--- config.mk ---
export PLATFORM = sky130hd
export DESIGN_NAME = fetch_queue
export DESIGN_NICKNAME = d
export VERILOG_FILES = /design/src/rtl/fetch_queue.sv
export SDC_FILE = /design/constraint.sdc
export NUM_CORES = 1
export LEC_CHECK = 0
export CAP_MARGIN = 20
export CORE_ASPECT_RATIO = 2
export CORE_MARGIN = 5
export CORE_UTILIZATION = 53
export DETAILED_ROUTE_END_ITERATION = 7
export PLACE_DENSITY_LB_ADDON = 0.15
export SETUP_SLACK_MARGIN = 0.05
export SYNTH_ARGS = -nofsm -noshare
export SYNTH_HDL_FRONTEND = slang
export SYNTH_SLANG_ARGS = --single-unit
--- constraint.sdc ---
create_clock -name CLK -period 3.2 [get_ports CLK]
set_clock_uncertainty 0.15 [all_clocks]
set_input_delay 0.96 -clock CLK [delete_from_list [all_inputs] [get_ports CLK]]
set_output_delay 0.96 -clock CLK [all_outputs]
set_load 0.005 [all_outputs]
--- src/rtl/fetch_queue.sv ---
// ---------------------------------------------------------------------------
// fetch_queue
//   Instruction fetch queue between the fetch stage and decode. It stores
//   {pc, instr} pairs in a circular buffer with a valid/ready handshake on
//   both sides. Flush discards every entry when a branch or jump is taken.
//
//   Optional feature: define FETCH_QUEUE_BYPASS_EN to let an entry presented
//   to an empty queue go straight to decode in the same cycle, without
//   being stored. By default the macro is undefined and there is no
//   combinational path from In_* to Out_*.
//
// Parameters
//   DEPTH : number of entries; must be a power of two and at least 2
//   IW    : instruction word width
//   AW    : PC width
//
// Ports
//   CLK       in   clock; all state changes on the rising edge
//   Init      in   synchronous active-high reset; wins over Flush/push/pop
//   In_valid  in   fetch presents an entry
//   In_pc     in   PC of the presented entry
//   In_instr  in   instruction word of the presented entry
//   In_ready  out  the queue accepts an entry this cycle
//   Flush     in   discard all entries at the next edge
//   Out_valid out  the head entry is valid
//   Out_pc    out  PC of the head entry
//   Out_instr out  instruction of the head entry
//   Out_ready in   decode consumes the head entry this cycle
//   Count     out  number of stored entries
// ---------------------------------------------------------------------------
module fetch_queue #(
    parameter int DEPTH = 4,
    parameter int IW    = 9,
    parameter int AW    = 16
) (
    input  logic                       CLK,
    input  logic                       Init,
    input  logic                       In_valid,
    input  logic [AW-1:0]              In_pc,
    input  logic [IW-1:0]              In_instr,
    output logic                       In_ready,
    input  logic                       Flush,
    output logic                       Out_valid,
    output logic [AW-1:0]              Out_pc,
    output logic [IW-1:0]              Out_instr,
    input  logic                       Out_ready,
    output logic [$clog2(DEPTH):0]     Count
);

    localparam int PW = $clog2(DEPTH);
    localparam int CW = PW + 1;

    logic [PW-1:0] wr_ptr_reg, wr_ptr_next;
    logic [PW-1:0] rd_ptr_reg, rd_ptr_next;
    logic [CW-1:0] count_reg, count_next;

    // Entry storage carries no reset; occupancy alone decides validity.
    logic [AW-1:0] pc_mem   [DEPTH];
    logic [IW-1:0] instr_mem[DEPTH];

    logic full;
    logic stored_valid;
    logic bypass;
    logic push;
    logic pop;

    assign full         = (count_reg == CW'(DEPTH));
    assign stored_valid = (count_reg != '0) && !Flush && !Init;
    assign In_ready     = !full && !Flush && !Init;

`ifdef FETCH_QUEUE_BYPASS_EN
    // Empty queue and decode is ready: hand the fetch entry straight through.
    assign bypass    = (count_reg == '0) && In_valid && Out_ready && !Flush && !Init;
    assign Out_valid = stored_valid || bypass;
    assign Out_pc    = bypass ? In_pc    : pc_mem[rd_ptr_reg];
    assign Out_instr = bypass ? In_instr : instr_mem[rd_ptr_reg];
`else
    assign bypass    = 1'b0;
    assign Out_valid = stored_valid;
    assign Out_pc    = pc_mem[rd_ptr_reg];
    assign Out_instr = instr_mem[rd_ptr_reg];
`endif

    // A bypassed entry is consumed in flight, so it is neither stored nor
    // popped from storage.
    assign push = In_valid && In_ready && !bypass;
    assign pop  = stored_valid && Out_ready;

    assign Count = count_reg;

    always_comb begin
        wr_ptr_next = wr_ptr_reg;
        rd_ptr_next = rd_ptr_reg;
        count_next  = count_reg;
        if (Flush) begin
            wr_ptr_next = '0;
            rd_ptr_next = '0;
            count_next  = '0;
        end else begin
            // DEPTH is a power of two, so natural overflow wraps the pointers.
            if (push) begin
                wr_ptr_next = wr_ptr_reg + PW'(1);
            end
            if (pop) begin
                rd_ptr_next = rd_ptr_reg + PW'(1);
            end
            case ({push, pop})
                2'b10:   count_next = count_reg + CW'(1);
                2'b01:   count_next = count_reg - CW'(1);
                default: count_next = count_reg;
            endcase
        end
    end

    always_ff @(posedge CLK) begin
        if (Init) begin
            wr_ptr_reg <= '0;
            rd_ptr_reg <= '0;
            count_reg  <= '0;
        end else begin
            wr_ptr_reg <= wr_ptr_next;
            rd_ptr_reg <= rd_ptr_next;
            count_reg  <= count_next;
        end
    end

    always_ff @(posedge CLK) begin
        if (push) begin
            pc_mem[wr_ptr_reg]    <= In_pc;
            instr_mem[wr_ptr_reg] <= In_instr;
        end
    end

endmodule

==> flow_summary.ini <==
[detailed_routing]
drc = 0
drt-vias-per-instance = 5.485
wl_mm = 6.887
post_drt_wl_per_cell_um = 18.97
antenna_left = 0
first_pass_iters = 4
drtIter0Drc = 149
vias = 1991

[run]
drv_cap = 0

[clock_tree]
cts_sinks = 109
clk_pin_slew_ns = 0.07
root_buffer = clkbuf_16
h-tree-depth = 3
postCtsSetupBuffers = 0
cts_made_buffers = 9
cts_buffer_depth = 2
insertion_delay_ns = 0.34
cts-resized-gates = 5
cts_tree = done
cts_hold_buf = 0

[timing]
rsz0062_at_grt = true
worst_slew_pin_slew_ns = 0.5201
fin_crit_ns = 3.108
final-setup-viol-count = 0
max_slew_margin = 0.6489
fmax_ghz = 0.3218
finalMaxSlewViolations = 0
hold_violations = 0
fin_crit_sh = 0.9711

[worst_hold_path]
hold_path_end = wr_ptr_reg[0]
hold_path_depth = 2
hp-class = reg2reg
hp-start = wr_ptr_reg[0]

[worst_setup_path]
start_kind = input pin
crit_path_max_incr_delay_ns = 0.42
reg2reg_depth = 9
path_delay_family = buffers and inverters
crit_fanout = 4
crit_arrival_ns = 2.00
reg2reg_from = Count[2]
r2r_setup_slack_ns = 0.61
crit_buf_inv = 2
critPathSlowestCell = clkdlybuf4s50_1
timing.rr.end = Count[2]
crit_type = in2out
cp.required_ns = 2.09
path_cells = clkdlybuf4s50_1 -> or2_4 -> nor2_2 -> dlygate4sd2_1
cp-end-kind = primary output

[power_and_ir_drop]
ir_worst_vdd_mv = 0.4060
total_power_w = 0.002828
p_per_area_nw_per_um2 = 536.9
p_leak_nw = 1.704

[logic_synthesis]
synth_area_leaders = edfxtp_1 (73%), mux4_2 (14%), dfxtp_1 (4.4%)
ys_ff_latch = 109
ys_top_cells_by_count = edfxtp_1 (100), mux4_2 (25), dfxtp_1 (9), nor2_1 (9), inv_1 (6)
yosys.area.top_type_share = 0.7304
syn_area_um2 = 4111
netlist_instances = 186
synth_flop_cell = edfxtp_1
avgSynthCellArea_um2 = 22.10
synth_nets = 222
synth-edff-count = 100
yosysMostFrequentCell = edfxtp_1
synth_area_leader_cell = edfxtp_1
ys_seq_area_frac = 0.7742
yosysWarnings = 0
ys_async_sr_fraction = 0
yosysUniqueCellTypes = 28

[finish]
diodes = 0
largest_reg_flops = 64
layout-drive-gt1-share = 0.2528
largest_register = pc_mem
final_core_util = 0.6930
fin_nets = 300
syn_to_final_growth_pct = 28.12

[global_routing]
grt_pass1_vias = 2111
top_usage_layer = met2
met3_usage = 0.04620
grt_max_degree = 26
grt_pass1_wl_mm = 11.09
met2_usage = 0.2838
grt_overflow = 0
antenna_found_initial = 0
track_usage = 0.1588
grtUsageMet1 = 0.1720

[placed_design]
portBuffers = 59
dp_hpwl_mm = 4.584
place.gp.congestion = 0.7223

[die]
dieArea_um2 = 9726
dieHeight_um = 134.6
fp.dieW_um = 72.28
num_rows = 45
initial_utilization = 0.5409
coreArea_um2 = 7601
io_pins = 60

[run_status]
outcome = completed
==> final cells by class <==
cell class / count / area, µm²
flip-flops and latches: 109 / 3184
multi-input cells: 64 / 868.3
clock inverters: 7 / 90.09
clock buffers: 9 / 225.2
inverters: 6 / 22.52
repair buffers: 74 / 759.5
well taps: 94 / 117.6
fillers: 504 / 2333
==> metal layers <==
metal | vias up | part of all wire
met3 | 9 | 0.058
met1 | 1013 | 0.35
met2 | 55 | 0.58
li1 | 914 | -
met4 | 0 | 0.018
met5 | - | 0
==> worst max-delay path by stage <==
stage / startpoint / end / slack (ns) / cells past startpoint
5_1_grt: Flush / Out_valid / 0.02 / 4
2_1_floorplan: Flush / Count[2] / 0.19 / 9
6_report: Flush / Out_valid / 0.09 / 4
3_5_place_dp: Flush / Out_valid / -0.28 / 4
4_1_cts: Flush / Out_valid / 0.06 / 4
3_3_place_gp: Flush / Out_valid / -0.24 / 4
==> metrics by stage <==
| stage | TNS, ns | hold slack, ns | worst slack (ns) | instances | area, µm² |
|---|---|---|---|---|---|
| 4_1_cts | 0 | 0.3759 | 0.06352 | 363 | 5270 |
| 3_5_place_dp | -0.6969 | 0.3636 | -0.2762 | 347 | 4951 |
| 5_1_grt | 0 | 0.4159 | 0.02376 | 363 | 5268 |
| 2_1_floorplan | 0 | 0.3248 | 0.1862 | 186 | 4111 |
| 3_3_place_gp | -0.5194 | 0.3556 | -0.2360 | 347 | 4951 |
| 6_report | 0 | 0.3674 | 0.09245 | 363 | 5268 |
==> cell families (layout without fill, tap and decap cells) <==
logic type / after synthesis / count (layout) / synth area share
compound gates: 6 / 6 / 0.01065
buf+inv: 13 / 96 / 0.01643
simple gates: 22 / 22 / 0.03074
xor+xnor: 4 / 4 / 0.008520
flops: 109 / 109 / 0.7742
mux: 26 / 26 / 0.1394
fa+ha+maj: 6 / 6 / 0.02009
==> cell usage in the layout, fill, tap and decap left out, types with 2 or more instances in the layout <==
cell type	instances
clkinv_4	2
and3_2	4
clkdlybuf4s50_1	57
buf_12	5
inv_1	6
nor2_1	7
a21oi_1	2
clkbuf_16	9
nor2_2	2
xor2_1	4
dfxtp_1	8
buf_4	10
bufinv_16	2
ha_1	5
clkinv_1	2
mux4_2	25
edfxtp_1	100
==> where the power goes <==
group          internal [W]  switching, W  leakage (nW)
sequential          0.00157    0.00000482         0.977
clock              0.000681      0.000456         0.154
combinational     0.0000728     0.0000449         0.573
==> worst reg2reg max path: cells and delay by family (launching register included) <==
kind	cells	cell delay, ns
AO/OA/AOI/OAI	1	0.15
XOR/XNOR	1	0.15
adder cells (fa/ha/maj)	2	0.52
buffers and inverters	2	0.10
flip-flops	1	0.44
AND/OR/NAND/NOR	3	1.01
Power figures use the tool's default switching activity.
